--- src/rtl/pkg_sumadores.sv ---
// Shared types and constants for the adder-exercising sequencer.
// Used by both the LFSR and the FSM/datapath.
package pkg_sumadores;

    typedef enum logic [2:0] {
        ST_IDLE,
        ST_CLEAR,
        ST_LOAD,
        ST_WAIT,
        ST_CHECK,
        ST_READ,
        ST_PRESENT,
        ST_DONE
    } estado_t;

    localparam logic [15:0] LFSR_POLY = 16'hB400;

    localparam int IDX_RIZADO = 0;
    localparam int IDX_LOGICO = 1;
    localparam int IDX_LOOK   = 2;

    function automatic logic [1:0] popcount3(input logic [2:0] v);
        return {1'b0, v[0]} + {1'b0, v[1]} + {1'b0, v[2]};
    endfunction

    // Galois form, shifting right: feedback taps are applied when the lsb leaves.
    function automatic logic [15:0] lfsr_next(input logic [15:0] v);
        return v[0] ? ((v >> 1) ^ LFSR_POLY) : (v >> 1);
    endfunction

endpackage

--- src/rtl/lfsr16.sv ---
// 16-bit Galois LFSR operand source; advances once per asserted avanza.
// An all-zero seed would lock the register, so it is replaced by 1.
module lfsr16
    import pkg_sumadores::*;
(
    input  logic        clk,
    input  logic        reset_L,
    input  logic        avanza,
    input  logic [15:0] semilla,
    output logic [15:0] valor
);

    logic [15:0] valor_q;
    logic [15:0] semilla_ok;

    assign semilla_ok = (semilla == 16'h0000) ? 16'h0001 : semilla;

    always_ff @(posedge clk or negedge reset_L) begin
        if (!reset_L) begin
            valor_q <= semilla_ok;
        end else if (avanza) begin
            valor_q <= lfsr_next(valor_q);
        end
    end

    assign valor = valor_q;

endmodule

--- src/rtl/secuenciador_sumas.sv ---
// Run controller: clears the transition-counter memory, drives pseudo-random
// operand pairs into three adders, cross-checks them and streams the counters out.
//
// state   | meaning
// IDLE    | waiting for start, memory port in read mode
// CLEAR   | writing 0 to one counter address per cycle
// LOAD    | latch next operand pair from the LFSR
// WAIT    | hold operands SETTLE cycles
// CHECK   | compare the three adder results against the reference sum
// READ    | address counter i, capture its value
// PRESENT | offer counter i on the valid/ready stream
// DONE    | results held until the next start
module secuenciador_sumas
    import pkg_sumadores::*;
#(
    parameter int          NUM_SUMAS = 5000,
    parameter int          SETTLE    = 5,
    parameter int          NUM_CNTR  = 3,
    parameter int          DIR_W     = 2,
    parameter logic [15:0] SEED      = 16'h000A
)(
    input  logic             clk,
    input  logic             reset_L,
    input  logic             start,
    output logic [7:0]       oprA,
    output logic [7:0]       oprB,
    input  logic [7:0]       suma_0,
    input  logic [7:0]       suma_1,
    input  logic [7:0]       suma_2,
    input  logic             carry_0,
    input  logic             carry_1,
    input  logic             carry_2,
    output logic [DIR_W-1:0] mem_dir,
    output logic             mem_LE,
    output logic [31:0]      mem_dato_o,
    output logic             mem_dato_oe,
    input  logic [31:0]      mem_dato_i,
    output logic             cnt_valid,
    input  logic             cnt_ready,
    output logic [DIR_W-1:0] cnt_idx,
    output logic [31:0]      cnt_value,
    output logic [31:0]      sumas_hechas,
    output logic [15:0]      errores,
    output logic [2:0]       err_mask,
    output logic             busy,
    output logic             done
);

    localparam logic [DIR_W-1:0] ULT_DIR    = DIR_W'(NUM_CNTR - 1);
    localparam logic [15:0]      ESPERA_INI = 16'(SETTLE - 1);
    localparam logic [31:0]      SUMAS_FIN  = 32'(NUM_SUMAS);

    estado_t          estado_q;
    logic [7:0]       opr_a_q;
    logic [7:0]       opr_b_q;
    logic [DIR_W-1:0] mem_dir_q;
    logic             mem_le_q;
    logic [31:0]      mem_dato_o_q;
    logic             mem_dato_oe_q;
    logic             cnt_valid_q;
    logic [DIR_W-1:0] cnt_idx_q;
    logic [31:0]      cnt_value_q;
    logic [31:0]      sumas_q;
    logic [15:0]      errores_q;
    logic [2:0]       err_mask_q;
    logic             busy_q;
    logic             done_q;
    logic [15:0]      espera_q;

    logic [15:0]      lfsr_valor;
    logic             lfsr_avanza;

    logic [8:0]       ref_d;
    logic [2:0]       mism_d;
    logic [16:0]      err_ext_d;
    logic [15:0]      errores_d;
    logic [31:0]      sumas_d;

    assign lfsr_avanza = (estado_q == ST_LOAD);

    lfsr16 u_lfsr (
        .clk     (clk),
        .reset_L (reset_L),
        .avanza  (lfsr_avanza),
        .semilla (SEED),
        .valor   (lfsr_valor)
    );

    always_comb begin
        ref_d                 = {1'b0, opr_a_q} + {1'b0, opr_b_q};
        mism_d                = '0;
        mism_d[IDX_RIZADO]    = ({carry_0, suma_0} != ref_d);
        mism_d[IDX_LOGICO]    = ({carry_1, suma_1} != ref_d);
        mism_d[IDX_LOOK]      = ({carry_2, suma_2} != ref_d);
        err_ext_d             = {1'b0, errores_q} + {15'b0, popcount3(mism_d)};
        errores_d             = err_ext_d[16] ? 16'hFFFF : err_ext_d[15:0];
        sumas_d               = sumas_q + 32'd1;
    end

    always_ff @(posedge clk or negedge reset_L) begin
        if (!reset_L) begin
            estado_q      <= ST_IDLE;
            opr_a_q       <= '0;
            opr_b_q       <= '0;
            mem_dir_q     <= '0;
            mem_le_q      <= 1'b1;
            mem_dato_o_q  <= '0;
            mem_dato_oe_q <= 1'b0;
            cnt_valid_q   <= 1'b0;
            cnt_idx_q     <= '0;
            cnt_value_q   <= '0;
            sumas_q       <= '0;
            errores_q     <= '0;
            err_mask_q    <= '0;
            busy_q        <= 1'b0;
            done_q        <= 1'b0;
            espera_q      <= '0;
        end else begin
            case (estado_q)
                ST_IDLE, ST_DONE: begin
                    if (start) begin
                        sumas_q       <= '0;
                        errores_q     <= '0;
                        err_mask_q    <= '0;
                        mem_dir_q     <= '0;
                        mem_le_q      <= 1'b0;
                        mem_dato_oe_q <= 1'b1;
                        mem_dato_o_q  <= '0;
                        busy_q        <= 1'b1;
                        done_q        <= 1'b0;
                        estado_q      <= ST_CLEAR;
                    end
                end
                ST_CLEAR: begin
                    if (mem_dir_q == ULT_DIR) begin
                        mem_dato_oe_q <= 1'b0;
                        estado_q      <= ST_LOAD;
                    end else begin
                        mem_dir_q <= mem_dir_q + 1'b1;
                    end
                end
                ST_LOAD: begin
                    // Read mode is re-enabled a full cycle after the write driver released.
                    opr_a_q  <= lfsr_valor[15:8];
                    opr_b_q  <= lfsr_valor[7:0];
                    mem_le_q <= 1'b1;
                    espera_q <= ESPERA_INI;
                    estado_q <= ST_WAIT;
                end
                ST_WAIT: begin
                    if (espera_q == 16'd0) begin
                        estado_q <= ST_CHECK;
                    end else begin
                        espera_q <= espera_q - 16'd1;
                    end
                end
                ST_CHECK: begin
                    err_mask_q <= err_mask_q | mism_d;
                    errores_q  <= errores_d;
                    sumas_q    <= sumas_d;
                    if (sumas_d == SUMAS_FIN) begin
                        mem_dir_q <= '0;
                        estado_q  <= ST_READ;
                    end else begin
                        estado_q <= ST_LOAD;
                    end
                end
                ST_READ: begin
                    cnt_value_q <= mem_dato_i;
                    cnt_idx_q   <= mem_dir_q;
                    cnt_valid_q <= 1'b1;
                    estado_q    <= ST_PRESENT;
                end
                ST_PRESENT: begin
                    if (cnt_ready) begin
                        cnt_valid_q <= 1'b0;
                        if (mem_dir_q == ULT_DIR) begin
                            busy_q   <= 1'b0;
                            done_q   <= 1'b1;
                            estado_q <= ST_DONE;
                        end else begin
                            mem_dir_q <= mem_dir_q + 1'b1;
                            estado_q  <= ST_READ;
                        end
                    end
                end
                default: begin
                    estado_q <= ST_IDLE;
                end
            endcase
        end
    end

    assign oprA         = opr_a_q;
    assign oprB         = opr_b_q;
    assign mem_dir      = mem_dir_q;
    assign mem_LE       = mem_le_q;
    assign mem_dato_o   = mem_dato_o_q;
    assign mem_dato_oe  = mem_dato_oe_q;
    assign cnt_valid    = cnt_valid_q;
    assign cnt_idx      = cnt_idx_q;
    assign cnt_value    = cnt_value_q;
    assign sumas_hechas = sumas_q;
    assign errores      = errores_q;
    assign err_mask     = err_mask_q;
    assign busy         = busy_q;
    assign done         = done_q;

endmodule

--- config.mk ---
export PLATFORM = sky130hd
export DESIGN_NAME = secuenciador_sumas
export DESIGN_NICKNAME = d
export VERILOG_FILES = /design/src/rtl/pkg_sumadores.sv /design/src/rtl/lfsr16.sv /design/src/rtl/secuenciador_sumas.sv
export SDC_FILE = /design/constraint.sdc
export NUM_CORES = 1
export LEC_CHECK = 0
export CORE_MARGIN = 1.5
export CORE_UTILIZATION = 55
export DETAILED_ROUTE_END_ITERATION = 10
export DONT_BUFFER_PORTS = 1
export PLACE_DENSITY = 0.74
export RECOVER_POWER = 25
export SKIP_LAST_GASP = 1
export SLEW_MARGIN = 15
export SYNTH_ARGS = -nofsm -noshare
export SYNTH_HDL_FRONTEND = slang
export SYNTH_SLANG_ARGS = --single-unit
--- constraint.sdc ---
create_clock -name clk -period 5 [get_ports clk]
set_input_delay 0.5 -clock clk [delete_from_list [all_inputs] [get_ports clk]]
set_output_delay 0.5 -clock clk [all_outputs]
set_load 0.005 [all_outputs]
==> results of run 1 <==
[flip-flops by register name, indices dropped and copies added (netlist names)]
| register | flops |
|---|---|
| cnt_idx | 2 |
| u_lfsr.valor | 7 |
| estado_q | 3 |
| mem_LE | 1 |
| mem_dir | 2 |
| mem_dato_oe | 1 |
| cnt_value | 32 |
| oprA | 7 |
| done | 1 |
| busy | 1 |
| sumas_hechas | 32 |
| err_mask | 3 |
| cnt_valid | 1 |
| oprB | 7 |
| espera_q | 16 |
| errores | 16 |
[final cells by class]
type	instances	area, um^2	share of cell area
clock buffers	22	474	0.0576
inverters	17	63.8	0.00775
flip-flops and latches	132	3310	0.402
repair buffers	5	35.0	0.00426
multi-input cells	637	3970	0.483
well taps	180	225	0.0274
clock inverters	9	151	0.0184
[cells by family (layout without fill, tap and decap cells)]
group / after synthesis / after routing / share of synthesized area
AND/OR/NAND/NOR: 311 / 311 / 0.200
AO/OA/AOI/OAI: 179 / 179 / 0.138
flip-flops: 132 / 132 / 0.428
buffers and inverters: 104 / 53 / 0.0762
XOR/XNOR: 62 / 62 / 0.0756
multiplexers: 37 / 37 / 0.0534
adder cells (fa/ha/maj): 16 / 16 / 0.0288
other: 1 / 32 / 0.000485
[timing repair]
| action | CTS | global route |
|---|---|---|
| endpoints found under the setup margin | 0 | 13 |
| gates resized for setup | 0 | 3 |
| hold buffers | 1 | 0 |
| endpoints found under the hold margin | 132 | 0 |
[through the flow]
step                      area [um^2]  total power, mW  instances
after floorplan                  7850             2.87        873
after global placement           7580             3.09        970
after detailed placement         7580             3.17        970
after CTS                        8240             4.53       1002
after global routing             8230             4.80       1002
final                            8230             4.50       1002
[metal layers]
layer	up-vias	GRT usage
li1	2827	-
met1	3018	0.310
met2	210	0.428
met3	28	0.0787
met4	0	0.0882
met5	-	0
[power by group through the flow]
stage	Combinational (mW)	Sequential [mW]	Clock (mW)
after floorplan	1.26	1.61	0
after global placement	1.34	1.75	0
after detailed placement	1.40	1.77	0
after CTS	1.44	1.75	1.34
after global routing	1.62	1.79	1.39
final	1.44	1.75	1.32
[critical path: stages, from the launching register on]
cell and delay (ns):
dfrtp_1 0.48, ha_1 0.35, a211oi_1 0.24, o21bai_1 0.15
a2111o_1 0.44, o311ai_1 0.16, xnor3_1 0.29, nor4_1 0.33
fa_1 0.49, inv_1 0.08, ha_1 0.19, fa_1 0.20
nand2_1 0.09, or4_4 0.53, nand2_1 0.15, nor2_1 0.10
a311oi_1 0.28
[Yosys cell counts, types with 6 or more instances]
library cell  number  area [um^2]
buf_4             45          338
o21ai_0           71          355
clkbuf_1          31          116
nand2_1          101          379
a211oi_1          10         75.1
o31ai_1            9         67.6
nor3_1            25          125
xor2_1            24          210
a31oi_1            8         50.1
nand4_1           15         93.8
buf_2              6         30.0
and3_1             9         56.3
xnor2_1           35          307
inv_1             17         63.8
nand3_1           38          190
ha_1              13          163
nor2b_1            6         37.5
a21oi_1           49          245
nor2_1            61          229
dfrtp_1          129         3230
mux2_2            34          383
and2_1             8         50.1
nor4_1             9         56.3
[final timing paths]
| path | start | slack (ns) | cells past startpoint | endpoint |
|---|---|---|---|---|
| min in group asynchronous | reset_L | 1.11 | 1 | sumas_hechas[3] |
| max reg2reg | oprB[1] | 0.36 | 16 | errores[7] |
| min | mem_dato_i[27] | 0.23 | 1 | cnt_value[27] |
| max in group asynchronous | reset_L | 1.90 | 1 | oprA[6] |
| min reg2reg | u_lfsr.valor[1] | 0.46 | 2 | u_lfsr.valor[1] |
| max | oprB[1] | 0.36 | 16 | errores[7] |
==> flow_metrics.py, run 1 <==
metrics = {
    "timing": {
        "hold_viol": 0,
        "worstMarginPinSlew_ns": 3.30,
        "finalCritPeriodShare": 0.928,
        "final_max_slew_viol_count": 133,
        "finalCriticalPeriod_ns": 4.64,
        "fin_skew_ns": 0.00522,
        "setup_viol": 0,
        "fin_hold_ws_ns": 0.234,
        "rsz0062_at_grt": "false",
        "slew_headroom": -1.20,
        "setup_tns_ns": 0,
        "fmax_mhz": 215,
        "postLayoutSetupSlackWorst_ns": 0.358,
    },
    "power_and_ir_drop": {
        "internal_power_mw": 2.89,
        "p_leak_nw": 3.56,
        "power_density_nw_per_um2": 547,
        "power_frac_clock": 0.292,
        "p_comb_frac": 0.320,
        "swShare": 0.359,
        "seqPwrFrac": 0.388,
        "p_switching_mw": 1.62,
        "vdd_ir_drop_max_mv": 0.308,
    },
    "floorplan": {
        "fp.dieW_um": 122,
        "io_pins": 203,
        "start_util": 0.559,
        "die_y_um": 122,
        "rows": 43,
        "core_area_um2": 13800,
        "dieArea_um2": 14800,
    },
    "detailed_routing": {
        "finalWirelength_um": 18800,
        "first_pass_iters": 6,
        "wl_met1_um": 7580,
        "antenna_left": 0,
        "drt_iter0_markers": 450,
        "top_layer": "met4",
        "met2_length_um": 9490,
        "drc": 0,
        "wl_per_cell_um": 18.8,
        "via_count": 6083,
        "via_per_inst": 6.07,
        "routed-wl-met3_um": 1340,
    },
    "clock_tree": {
        "htree_num_levels": 4,
        "clock_path_buffers": 2,
        "cts_root_buf": "clkbuf_16",
        "cts_setup_buffers": 0,
        "cts.sinks": 132,
        "cts-buffers-inserted": 17,
        "worst_skew_pair.late_latency_ns": 0.42,
        "clk_pin_slew_worst_paths_ns": 0.06,
        "cts_tree": "built",
    },
    "final_layout": {
        "fin_util": 0.595,
        "fillers": 1161,
        "area_growth_syn_to_layout_pct": 6.41,
        "antenna_cells": 0,
        "layout_commonest_cell": "dfrtp_1",
        "most-common-layout-cells": "129 x dfrtp_1, 101 x nand2_1, 71 x o21ai_0",
        "nNetsFinal": 889,
        "drive_above_1_share": 0.112,
    },
    "synthesis": {
        "ys_warn_count": 0,
        "syn_area_um2": 7730,
        "synthFlopType": "dfrtp_1",
        "yosysUniqueCellTypes": 67,
        "synth_edf_count": 0,
        "synthCells": 842,
        "ys_async_sr_fraction": 1.00,
        "synth-seq-cells": 132,
        "avgSynthCellArea_um2": 9.18,
        "synth_seq_area_share": 0.428,
    },
    "global_routing": {
        "grt_pass1_vias": 5769,
        "grt_pass1_wl_um": 29500,
        "grt_usage": 0.254,
        "antenna_found_initial": 0,
        "grt_overflow_total": 0,
        "grt_max_degree": 133,
    },
    "status": {
        "violations": "max-capacitance violations, max-slew violations",
        "outcome": "finished, violations left",
    },
    "place": {
        "place_ws_ns": 0.0934,
        "gp_congestion": 0.913,
        "numPortBuffers": 0,
        "hpwl_um": 12800,
    },
    "setup_path": {
        "cp-end-kind": "flop",
        "cp_max_fo": 14,
        "cp-start-kind": "flop",
        "crit_type": "flop to flop",
        "worstPathRequired_ns": 5.31,
        "crit_arrival_ns": 4.95,
    },
    "job": {
        "maxCapViolations": 1,
    },
    "min_path": {
        "holdCritPathClass": "input port to flop",
    },
}
Power figures use the tool's default switching activity.
==> run 2: changes to the inputs <==
Settings changed: SETUP_SLACK_MARGIN from default to 0.02.
Clock period 5 ns to 5.1 ns, I/O delays scaled along.
==> run 2 against run 1 <==
The run still ends with max-capacitance violations, max-slew violations left. Sequential cell count unchanged. Highest routed layer unchanged. Register-to-register slack better by 0.11 ns. Critical endpoint unchanged. Via count down 1.7%. Clock power about the same. Non-clock buffer count unchanged. Final cell count unchanged. Core utilization up 0.054 points.
==> flow_metrics.py, run 2 (synthesis results as in run 1) <==
metrics = {
    "final_layout": {
        "drive_above_1_share": 0.114,
        "nNetsFinal": 889,
        "most-common-layout-cells": "129 x dfrtp_1, 101 x nand2_1, 71 x o21ai_0",
        "layout_commonest_cell": "dfrtp_1",
        "antenna_cells": 0,
        "area_growth_syn_to_layout_pct": 6.50,
        "stdcell_count": 1002,
    },
    "power_and_ir_drop": {
        "power_density_nw_per_um2": 537,
        "p_switching_mw": 1.58,
        "swShare": 0.358,
        "seqPwrFrac": 0.387,
        "internal_power_mw": 2.84,
        "p_comb_frac": 0.318,
        "vdd_ir_drop_max_mv": 0.308,
        "p_leak_nw": 3.57,
        "power_frac_clock": 0.295,
    },
    "detailed_routing": {
        "wl_per_cell_um": 18.7,
        "first_pass_iters": 5,
        "drc": 0,
        "via_per_inst": 5.97,
        "finalWirelength_um": 18700,
        "antenna_left": 0,
        "drt_iter0_markers": 503,
        "via_count": 5982,
    },
    "floorplan": {
        "io_pins": 203,
        "die_y_um": 122,
        "fp.dieW_um": 122,
        "core_area_um2": 13800,
        "dieArea_um2": 14800,
        "rows": 43,
        "start_util": 0.559,
    },
    "clock_tree": {
        "cts-buffers-inserted": 17,
        "cts_root_buf": "clkbuf_16",
        "worst_skew_pair.late_latency_ns": 0.41,
        "clk_pin_slew_worst_paths_ns": 0.06,
        "clock_path_buffers": 2,
        "htree_num_levels": 4,
        "cts.sinks": 132,
        "cts_tree": "built",
    },
    "timing": {
        "worstMarginPinSlew_ns": 3.33,
        "fmax_mhz": 216,
        "final_max_slew_viol_count": 133,
        "setup_tns_ns": 0,
        "finalCritPeriodShare": 0.908,
        "fin_skew_ns": 0.00648,
        "finalCriticalPeriod_ns": 4.63,
        "hold_viol": 0,
        "setup_viol": 0,
        "slew_headroom": -1.22,
        "rsz0062_at_grt": "false",
    },
    "setup_path": {
        "cp_max_fo": 14,
        "crit_arrival_ns": 4.94,
        "crit_type": "flop to flop",
        "cp-end-kind": "flop",
        "cp-start-kind": "flop",
        "worstPathRequired_ns": 5.41,
    },
    "status": {
        "violations": "max-capacitance violations, max-slew violations",
        "outcome": "finished, violations left",
    },
    "global_routing": {
        "antenna_found_initial": 0,
        "grt_max_degree": 133,
        "grt_usage": 0.255,
        "grt_pass1_wl_um": 29600,
        "grt_overflow_total": 0,
        "grt_pass1_vias": 5906,
    },
    "job": {
        "maxCapViolations": 1,
    },
    "place": {
        "gp_congestion": 0.913,
        "hpwl_um": 12800,
        "numPortBuffers": 0,
        "dp.cells": 970,
    },
    "min_path": {
        "holdCritPathClass": "input port to flop",
    },
}
## run 2: changes by cell type in the layout (fill, tap and decap cells not counted), sizes merged
cell and delta:
clkinv +1, clkbuf -1
## run 2: critical path, stage by stage (launching register included)
cell and delay (ns):
dfrtp_1 0.48, ha_1 0.34, a211oi_1 0.24, o21bai_1 0.14, a2111o_1 0.44, o311ai_1 0.16, xnor3_1 0.29, nor4_1 0.35
fa_1 0.49, inv_1 0.08, ha_1 0.19, fa_1 0.20, nand2_1 0.09, or4_4 0.53, nand2_1 0.15, nor2_1 0.10
a311oi_1 0.26
## run 2: path summary, 6_finish.rpt
kind | from | end | slack (ns) | cells past startpoint
setup / recovery | oprB[1] | errores[7] | 0.47 | 16
max in group asynchronous | reset_L | sumas_hechas[20] | 1.96 | 1
setup reg to reg | oprB[1] | errores[7] | 0.47 | 16
hold / removal | mem_dato_i[26] | cnt_value[26] | 0.24 | 1
min in group asynchronous | reset_L | sumas_hechas[11] | 1.12 | 1
hold reg to reg | u_lfsr.valor[1] | u_lfsr.valor[1] | 0.47 | 2
## run 2: routing by layer
metal	vias up	routed length, um	part of all wire	track usage
met5	-	0	0	0
met4	0	464	0.025	0.105
met3	40	1310	0.070	0.0763
met2	189	9390	0.50	0.433
met1	2918	7540	0.40	0.302
li1	2835	-	-	-
## run 2: final cells by class
type	count	area, um^2
timing repair buffer	5	35.0
inverter	17	63.8
clock inverter	10	153
sequential	132	3310
clock buffer	21	480
multi-input combinational	637	3970
tap	180	225
fill	1175	5590
## run 2: power groups by stage
stage / Combinational [mW] / Sequential (mW) / Clock [mW]
finish: 1.41 / 1.71 / 1.30
global placement: 1.31 / 1.71 / 0
CTS: 1.41 / 1.72 / 1.33
floorplan: 1.23 / 1.58 / 0
detailed placement: 1.37 / 1.73 / 0
global route: 1.59 / 1.75 / 1.37
## run 2: timing repair
action                                  in CTS  in global routing
hold buffers                                 1                  0
resized for setup                            0                  3
endpoints found under the hold margin      132                  0
endpoints found under the setup margin       0                 13
setup buffers                                0                  0
## run 2: per-stage QoR
stage               setup WS (ns)  hold WS (ns)  power [mW]  utilization  area (um^2)
floorplan                   0.811         0.214        2.82            -         7850
global placement            0.444         0.218        3.03        0.549         7580
detailed placement          0.206         0.217        3.10        0.549         7580
CTS                         0.190        0.0974        4.45        0.596         8250
global route                0.128         0.229        4.71        0.596         8240
finish                      0.467         0.244        4.42        0.596         8240
==> run 3: changes to the inputs <==
Settings changed: CORE_UTILIZATION 55 to 45, PLACE_DENSITY 0.74 to 0.64.
==> run 3 against run 2 <==
The run still ends with max-capacitance violations, max-slew violations left. Register-to-register slack gained 0.09 ns. Critical path type unchanged. Largest power group unchanged. First-iteration DRC count shrank 18%. Power shrank 0.66%. Fmax grew 1.9%. Largest cell class unchanged. Combinational power is essentially flat. Sequential cell count is the same. Global-route usage shrank 4.8 points. Clock power is essentially flat. Hold slack gained 0.00088 ns. Wire length shrank 3.0%. Final area grew 0.71%.
==> flow_metrics.py, run 3 (synthesis results as in run 1) <==
metrics = {
    "status": {
        "outcome": "finished, violations left",
        "violations": "max-capacitance violations, max-slew violations",
    },
    "setup_path": {
        "r2r_setup_slack_ns": 0.55,
        "crit_type": "flop to flop",
        "critPathSlowestCell": "or4_4",
        "cp_num_buf_inv": 1,
        "r2r_cells": 16,
        "worstReg2RegEnd": "errores[7]",
        "path_cells": "ha_1 > a211oi_1 > o21bai_1 > a2111o_1 > o311ai_1 > xnor3_1 > nor4_2 > fa_1 > inv_1 > ha_1 > fa_1 > nand2_1 > or4_4 > nand2_1 > nor2_1 > a311oi_1",
        "crit_family": "compound AO/OA/AOI/OAI gates",
        "path_depth": 16,
        "crit_arrival_ns": 4.86,
        "slowest_delay_ns": 0.54,
        "cp_max_fo": 14,
        "critPathLaunch": "oprB[1]",
        "r2r_start": "oprB[1]",
        "cp-end-kind": "flop",
        "worstPathRequired_ns": 5.41,
        "crit_end": "errores[7]",
        "cp-start-kind": "flop",
    },
    "place": {
        "placed_cell_area_um2": 7640,
        "gp_congestion": 0.907,
        "dp.cells": 1010,
        "numPortBuffers": 0,
        "hpwl_um": 12600,
    },
    "global_routing": {
        "gr-usage-met3": 0.0597,
        "grt_max_degree": 133,
        "grt_pass1_wl_um": 29600,
        "grt_overflow_total": 0,
        "met1_usage": 0.270,
        "grt_pass1_vias": 5533,
        "antenna_found_initial": 0,
        "grt_usage": 0.207,
        "grt_use_met2": 0.336,
        "grt.busiest_layer": "met2",
    },
    "final_layout": {
        "most-common-layout-cells": "129 x dfrtp_1, 100 x nand2_1, 71 x o21ai_0",
        "nNetsFinal": 889,
        "design_area_um2": 8300,
        "area_growth_syn_to_layout_pct": 7.26,
        "layout_commonest_cell": "dfrtp_1",
        "stdcell_count": 1043,
        "antenna_cells": 0,
        "drive_above_1_share": 0.117,
        "fillers": 1604,
    },
    "min_path": {
        "holdCritPathClass": "input port to flop",
        "worstHoldStart": "mem_dato_i[24]",
    },
    "power_and_ir_drop": {
        "internal_power_mw": 2.82,
        "power_frac_clock": 0.296,
        "design_power_total_mw": 4.39,
        "p_comb_frac": 0.316,
        "vdd_ir_drop_max_mv": 0.308,
        "seqPwrFrac": 0.388,
        "p_leak_nw": 3.56,
        "swShare": 0.358,
        "p_switching_mw": 1.57,
        "power_density_nw_per_um2": 529,
    },
    "timing": {
        "final_max_slew_viol_count": 133,
        "fin_skew_ns": 0.0117,
        "slew_headroom": -1.22,
        "hold_viol": 0,
        "fmax_mhz": 220,
        "setup_tns_ns": 0,
        "rsz0062_at_grt": "false",
        "worstMarginPinSlew_ns": 3.33,
        "finalCritPeriodShare": 0.891,
        "finalCriticalPeriod_ns": 4.55,
        "setup_viol": 0,
    },
    "floorplan": {
        "dieArea_um2": 18000,
        "rows": 47,
        "start_util": 0.463,
        "core_area_um2": 16700,
        "fp.dieW_um": 134,
        "die_y_um": 134,
        "io_pins": 203,
    },
    "detailed_routing": {
        "finalWirelength_um": 18100,
        "via_count": 5884,
        "via_per_inst": 5.64,
        "drc": 0,
        "antenna_left": 0,
        "wl_per_cell_um": 17.4,
        "first_pass_iters": 5,
        "drt_iter0_markers": 410,
    },
    "clock_tree": {
        "cts.sinks": 132,
        "cts_tree": "built",
        "clock_path_buffers": 2,
        "worst_skew_pair.late_latency_ns": 0.42,
        "htree_num_levels": 4,
        "cts-buffers-inserted": 17,
        "cts_root_buf": "clkbuf_16",
        "clk_pin_slew_worst_paths_ns": 0.06,
        "cts_setup_buffers": 0,
    },
    "job": {
        "maxCapViolations": 1,
    },
}
## run 3: area by class of cell
cell class                      count  area (um^2)  share of cell area
Clock inverter                     12          176              0.0213
Tap cell                          220          275              0.0332
Sequential cell                   132         3310               0.399
Multi-Input combinational cell    637         3980               0.480
Inverter                           17         63.8             0.00769
Timing Repair Buffer                5         35.0             0.00422
Clock buffer                       20          457              0.0551
## run 3: stage by stage
stage	worst slack, ns	utilization	hold slack, ns
2_1_floorplan	0.811	-	0.214
3_3_place_gp	0.336	0.457	0.218
3_5_place_dp	0.197	0.457	0.218
4_1_cts	0.192	0.497	0.105
5_1_grt	0.117	0.497	0.223
6_report	0.554	0.497	0.245
## run 3: worst min-delay path by stage
stage,end,slack [ns],depth (start not counted)
after detailed placement,sumas_hechas[13],0.22,0
after global placement,sumas_hechas[6],0.22,0
after floorplan,busy,0.21,0
after global routing,cnt_value[12],0.22,1
after CTS,sumas_hechas[13],0.11,1
final,cnt_value[24],0.24,1
## run 3: timing repair
action / in CTS / in global routing
gates resized for setup: 0 / 4
setup endpoints to repair: 0 / 12
endpoints found under the hold margin: 132 / 0
hold buffers: 1 / 0
## run 3: power groups by stage
stage / sequential, mW / clock (mW) / combinational (mW)
after global placement: 1.72 / 0 / 1.34
after global routing: 1.75 / 1.38 / 1.57
after detailed placement: 1.73 / 0 / 1.36
final: 1.70 / 1.30 / 1.39
after CTS: 1.71 / 1.33 / 1.39
after floorplan: 1.58 / 0 / 1.23
## run 3: per-layer routing
layer / vias up / wire length, um / part of all wire
met3: 19 / 1010 / 0.056
met2: 161 / 8850 / 0.49
met1: 2863 / 8000 / 0.44
li1: 2841 / - / -
met4: 0 / 271 / 0.015
met5: - / 0 / 0
